--- config.mk ---
export PLATFORM = sky130hd
export DESIGN_NAME = a2d_seq
export DESIGN_NICKNAME = d
export VERILOG_FILES = /design/src/rtl/a2d_seq.sv
export SDC_FILE = /design/constraint.sdc
export NUM_CORES = 1
export LEC_CHECK = 0
export BUFFER_PORTS_ARGS = -buffer_cell sky130_fd_sc_hd__buf_4
export CORE_MARGIN = 2
export CORE_UTILIZATION = 56
export DETAILED_ROUTE_END_ITERATION = 7
export MAX_ROUTING_LAYER = met4
export PLACE_DENSITY = 0.93
export SYNTH_ARGS = -nofsm -noshare
export SYNTH_HDL_FRONTEND = slang
export SYNTH_SLANG_ARGS = --single-unit
--- constraint.sdc ---
create_clock -name clk -period 3.9 [get_ports clk]
set_clock_uncertainty 0.05 [all_clocks]
set_input_delay 0.585 -clock clk [delete_from_list [all_inputs] [get_ports clk]]
set_output_delay 0.585 -clock clk [all_outputs]
set_load 0.05 [all_outputs]
--- src/rtl/a2d_seq.sv ---
// -----------------------------------------------------------------------------
// a2d_seq -- round-robin A2D conversion sequencer over a shared SPI master
//
// A free-running timer starts a conversion round every 2^PERIOD_W clocks. For
// each slot of the round the block issues two 16-bit SPI transactions to the
// A2D. The first selects the channel. The second repeats the same command and
// returns the conversion result, whose low 12 bits are loaded into that slot's
// channel register.
//
// Optional feature (compile-time macro):
//   A2D_CURR_PRIO_EN  slot order becomes curr, batt, curr, brake, curr, torque
//                     (6 slots). Without it the order is batt, curr, brake,
//                     torque (4 slots).
//
// Parameters:
//   PERIOD_W   round-start timer width (round period = 2^PERIOD_W clocks)
//
// Ports:
//   clk        system clock, rising edge
//   rst_n      asynchronous active-low reset
//   snd        1-cycle pulse: start an SPI transaction
//   cmd[15:0]  SPI command word, valid with snd and held until the next snd
//   done       1-cycle pulse from the SPI master: transaction finished
//   resp[15:0] SPI receive word, valid with done
//   batt, curr, brake, torque [11:0]  latest conversion per channel
//   rnd_vld    1-cycle pulse after the last slot of a round has loaded
//   ovr        1-cycle pulse when a round-start tick hits a busy sequencer
// -----------------------------------------------------------------------------
module a2d_seq #(
    parameter int PERIOD_W = 14
) (
    input  logic        clk,
    input  logic        rst_n,
    output logic        snd,
    output logic [15:0] cmd,
    input  logic        done,
    input  logic [15:0] resp,
    output logic [11:0] batt,
    output logic [11:0] curr,
    output logic [11:0] brake,
    output logic [11:0] torque,
    output logic        rnd_vld,
    output logic        ovr
);

    typedef enum logic [2:0] {
        IDLE,
        CMD,
        WAIT1,
        GAP,
        READ,
        WAIT2
    } state_t;

    typedef enum logic [1:0] {
        REG_BATT,
        REG_CURR,
        REG_BRAKE,
        REG_TORQUE
    } reg_sel_t;

`ifdef A2D_CURR_PRIO_EN
    localparam int NUM_SLOTS = 6;
`else
    localparam int NUM_SLOTS = 4;
`endif
    localparam logic [2:0] LAST_SLOT = 3'(NUM_SLOTS - 1);

    // Which channel register a slot feeds.
    function automatic reg_sel_t slot_reg(input logic [2:0] s);
`ifdef A2D_CURR_PRIO_EN
        case (s)
            3'd1:    slot_reg = REG_BATT;
            3'd3:    slot_reg = REG_BRAKE;
            3'd5:    slot_reg = REG_TORQUE;
            default: slot_reg = REG_CURR;   // slots 0, 2, 4
        endcase
`else
        case (s)
            3'd0:    slot_reg = REG_BATT;
            3'd1:    slot_reg = REG_CURR;
            3'd2:    slot_reg = REG_BRAKE;
            default: slot_reg = REG_TORQUE;
        endcase
`endif
    endfunction

    // Physical A2D mux input wired to each logical channel.
    function automatic logic [2:0] reg_chnl(input reg_sel_t r);
        case (r)
            REG_BATT:  reg_chnl = 3'd0;
            REG_CURR:  reg_chnl = 3'd1;
            REG_BRAKE: reg_chnl = 3'd3;
            default:   reg_chnl = 3'd4;
        endcase
    endfunction

    // The A2D's upper response nibble carries no data.
    logic unused_resp;
    assign unused_resp = ^resp[15:12];

    // -------------------------------------------------------------------------
    // Round-start timer
    // -------------------------------------------------------------------------
    logic [PERIOD_W-1:0] timer;
    logic                tick;

    assign tick = &timer;

    // NOTE: sequential state uses non-blocking (<=) so every flop samples the
    // pre-edge values of its neighbours; blocking here would make results
    // depend on statement order.
    always_ff @(posedge clk or negedge rst_n) begin
        if (!rst_n) begin
            timer <= '0;
        end else begin
            timer <= timer + PERIOD_W'(1);
        end
    end

    // -------------------------------------------------------------------------
    // FSM: state register
    // -------------------------------------------------------------------------
    state_t     state, state_nxt;
    logic [2:0] slot, slot_nxt;

    always_ff @(posedge clk or negedge rst_n) begin
        if (!rst_n) begin
            state <= IDLE;
            slot  <= '0;
        end else begin
            state <= state_nxt;
            slot  <= slot_nxt;
        end
    end

    // -------------------------------------------------------------------------
    // FSM: next-state logic
    // -------------------------------------------------------------------------
    // NOTE: every always_comb output gets a default assignment first, so no
    // path through the case can leave it unassigned and infer a latch.
    always_comb begin
        state_nxt = state;
        slot_nxt  = slot;
        case (state)
            IDLE: begin
                if (tick) begin
                    state_nxt = CMD;
                    slot_nxt  = '0;
                end
            end
            CMD:   state_nxt = WAIT1;
            WAIT1: if (done) state_nxt = GAP;
            GAP:   state_nxt = READ;
            READ:  state_nxt = WAIT2;
            WAIT2: begin
                if (done) begin
                    if (slot == LAST_SLOT) begin
                        state_nxt = IDLE;
                    end else begin
                        state_nxt = CMD;
                        slot_nxt  = slot + 3'd1;
                    end
                end
            end
            default: state_nxt = IDLE;
        endcase
    end

    // -------------------------------------------------------------------------
    // FSM: output logic
    // Outputs are computed one cycle early and registered, so snd/cmd appear
    // in the same cycle the FSM is in CMD or READ and are glitch-free.
    // -------------------------------------------------------------------------
    logic        snd_nxt;
    logic [15:0] cmd_nxt;
    logic        rnd_nxt;
    logic        ovr_nxt;
    logic        load;

    always_comb begin
        snd_nxt = (state_nxt == CMD) || (state_nxt == READ);
        cmd_nxt = cmd;
        // READ re-sends the held command; only entry to CMD picks a new one.
        if (state_nxt == CMD) begin
            cmd_nxt = {2'b00, reg_chnl(slot_reg(slot_nxt)), 11'h000};
        end
        load    = (state == WAIT2) && done;
        rnd_nxt = load && (slot == LAST_SLOT);
        // Ticks seen while busy are dropped, not queued. This also covers a
        // tick coinciding with the final done, since the FSM is still in WAIT2.
        ovr_nxt = tick && (state != IDLE);
    end

    always_ff @(posedge clk or negedge rst_n) begin
        if (!rst_n) begin
            snd     <= 1'b0;
            cmd     <= 16'h0000;
            rnd_vld <= 1'b0;
            ovr     <= 1'b0;
        end else begin
            snd     <= snd_nxt;
            cmd     <= cmd_nxt;
            rnd_vld <= rnd_nxt;
            ovr     <= ovr_nxt;
        end
    end

    // -------------------------------------------------------------------------
    // Channel registers: loaded only on their own slot's second done
    // -------------------------------------------------------------------------
    // NOTE: these data registers are reset explicitly. Downstream logic reads
    // them before the first round completes, so they must come up at a known
    // zero rather than X.
    always_ff @(posedge clk or negedge rst_n) begin
        if (!rst_n) begin
            batt   <= 12'h000;
            curr   <= 12'h000;
            brake  <= 12'h000;
            torque <= 12'h000;
        end else if (load) begin
            case (slot_reg(slot))
                REG_BATT:  batt   <= resp[11:0];
                REG_CURR:  curr   <= resp[11:0];
                REG_BRAKE: brake  <= resp[11:0];
                default:   torque <= resp[11:0];
            endcase
        end
    end

endmodule

==> impl_metrics.tcl <==
set metrics [dict create \
    synth_seq_cells 74 \
    grt_max_degree 75 \
    final_common_cell "dfrtp_1" \
    synthToLayoutAreaGrowth_pct 22.1 \
    relSlewSlack_pct 35.8 \
    cts_root_buf "clkbuf_8" \
    dr.first_iter.drc_count 99 \
    grt_pass1_vias 2145 \
    pre_cts_ws_ns 1.34 \
    cts_sinks 74 \
    tightestPinTransition_ns 0.955 \
    worst_path_most_repeated_cell "ha_1" \
    fin_crit_sh_pct 69.2 \
    fin_hold_ws_ns 0.320 \
    fmax_mhz 371 \
    syn_inst 241 \
    syn_area_sq_um 3300 \
    numCtsBuffers 9 \
    hp-class "input pin to async pin" \
    cts_resized 0 \
    grt_overflow 0 \
    holdBufCountCts 0 \
    postPlaceCellArea_sq_um 3790 \
    drtAntennaViolNets 0 \
    final-setup-viol-count 0 \
    postSynthAreaPerCell_sq_um 13.7 \
    clkSlewWorstSetupHoldPaths_ns 0.08 \
    grt_use_total_pct 24.0 \
    remaining_drc_errors 0 \
    wl_per_cell_um 18.0 \
    firstDrtPassIters 4 \
    status "finished clean" \
    end_kind "flop" \
    p_leak_nw 2.05 \
    insertion_delay_ns 0.34 \
    ir_drop_uv 429 \
    fin_crit_ns 2.70 \
    grt_pass1_wl_um 11200 \
    cp.arrival_ns 2.88 \
    diodes 0 \
    viasPerCell 5.46 \
    seq_area_frac_synth_pct 56.1 \
    wl_um 7010 \
    final.setup.tns_ns 0 \
    powerDensity_nw_per_um2 805 \
    layout.nets 338 \
    die_w_um 80.8 \
    slew_viol_final 0 \
    clk_path_buf_depth 2 \
    die_area_sq_um 6530 \
    required_ns 4.08 \
    largest_register_ffs 14 \
    io_pins 86 \
    final_area_sq_um 4030 \
    hpwl_um 4580 \
    antenna_found_initial 0 \
    p_total_mw 3.25 \
    cap_violations 0 \
    synth_edf_count 0 \
    post-route-util_pct 71.9 \
    reg2regPathDepth 8 \
    r2r_slack_ns 1.20 \
    yosys_warnings 0 \
    gp_congestion 0.783 \
    drive_above_1_share_pct 44.5 \
    async_flop_share_pct 100 \
    startpoint_type "flop" \
    hold_viol 0 \
    ys.flop_type "dfrtp_1" \
    synth_cell_types 39 \
    rsz0062_at_grt "no" \
    cp_slowest_cell "dfrtp_1" \
    instances_no_fill 389 \
    cts_setup_buffers 0 \
    path_max_fanout 9 \
    initial_core_util_pct 58.9 \
    slowest_delay_ns 0.51 \
    place_inst 373 \
    io_buffers 68 \
    via_count 2125 \
    regMostFlops "timer" \
    htree_num_levels 3 \
    fin_ws_ns 1.20 \
    worstSetupPathType "flop to flop" \
    num_rows 27 \
    cts_tree "done" \
    path_cells "ha_1 > nor2b_1 > nor3b_1 > o21bai_1 > a21boi_1 > nand3_1 > ha_1 > mux2_2" \
    die_y_um 80.8 \
    layout_common_cells "74 x dfrtp_1, 70 x buf_4, 39 x mux2_2, 14 x nor2_1, 13 x conb_1" \
    core-area_sq_um 5610 \
]
-- per-layer routing --
| layer | vias up | wire, um | track usage [%] | share of wire (%) |
|---|---|---|---|---|
| met1 | 1092 | 2970 | 29.3 | 42 |
| li1 | 952 | - | - | - |
| met2 | 75 | 3590 | 39.2 | 51 |
| met4 | 0 | 48 | 9.83 | 0.68 |
| met5 | - | 0 | - | 0 |
| met3 | 6 | 404 | 5.11 | 5.8 |
-- synthesized netlist by cell type (2+ instances only) --
library cell | n | area share (%)
dfrtp_1 | 74 | 56
mux2_2 | 39 | 13
buf_4 | 18 | 4.1
nor2_1 | 14 | 1.6
mux2_4 | 10 | 4.5
xnor2_1 | 10 | 2.7
nand2_1 | 9 | 1.0
ha_1 | 7 | 2.7
inv_1 | 6 | 0.68
nand3_1 | 5 | 0.76
and4_1 | 4 | 1.1
nand4_1 | 4 | 0.76
o21ai_0 | 4 | 0.61
xor2_1 | 4 | 1.1
nor3b_1 | 3 | 0.68
and3_1 | 2 | 0.38
buf_2 | 2 | 0.30
nand2b_1 | 2 | 0.38
nor3_1 | 2 | 0.30
nor4b_4 | 2 | 1.4
o21bai_1 | 2 | 0.45
-- power by group --
group	switching, mW	internal, mW	total [mW]
logic	0.939	0.468	1.41
clock network	0.286	0.425	0.711
registers	0.167	0.964	1.13
total	1.39	1.86	3.25
-- worst max-delay path: cells and delay by family, from the launching register on --
kind | cells | cell delay [ns]
compound gates | 2 | 0.52
fa+ha+maj | 2 | 0.55
flops | 1 | 0.51
mux | 1 | 0.25
simple gates | 3 | 0.70
-- cells by family (layout without fill, tap and decap cells) --
group / Yosys count / count (layout) / share of synthesized area, %
adders and majority gates: 7 / 7 / 2.65
buffers and inverters: 28 / 92 / 5.87
muxes: 49 / 49 / 17.8
AOI/OAI and AO/OA: 14 / 14 / 2.84
and+or+nand+nor: 54 / 54 / 10.9
xor gates and xnor gates: 14 / 14 / 3.71
other: 1 / 13 / 0.114
DFF: 74 / 74 / 56.1
-- path summary, 6_finish.rpt --
path | from | end
min in group clk | timer[0] | timer[0]
setup / recovery | slot[0] | cmd[12]
hold / removal | rst_n | batt[2]
hold reg to reg | timer[0] | timer[0]
setup reg to reg | slot[0] | cmd[12]
max in group asynchronous | rst_n | timer[1]
-- layout make-up --
class	instances	area, sq um
flip-flops and latches	74	1850
fillers	367	1570
multi-input cells	151	1300
repair buffers	70	526
clock buffers	9	124
clock inverters	7	118
well taps	72	90.1
inverters	6	22.5
(Power assumes the default switching activity.)
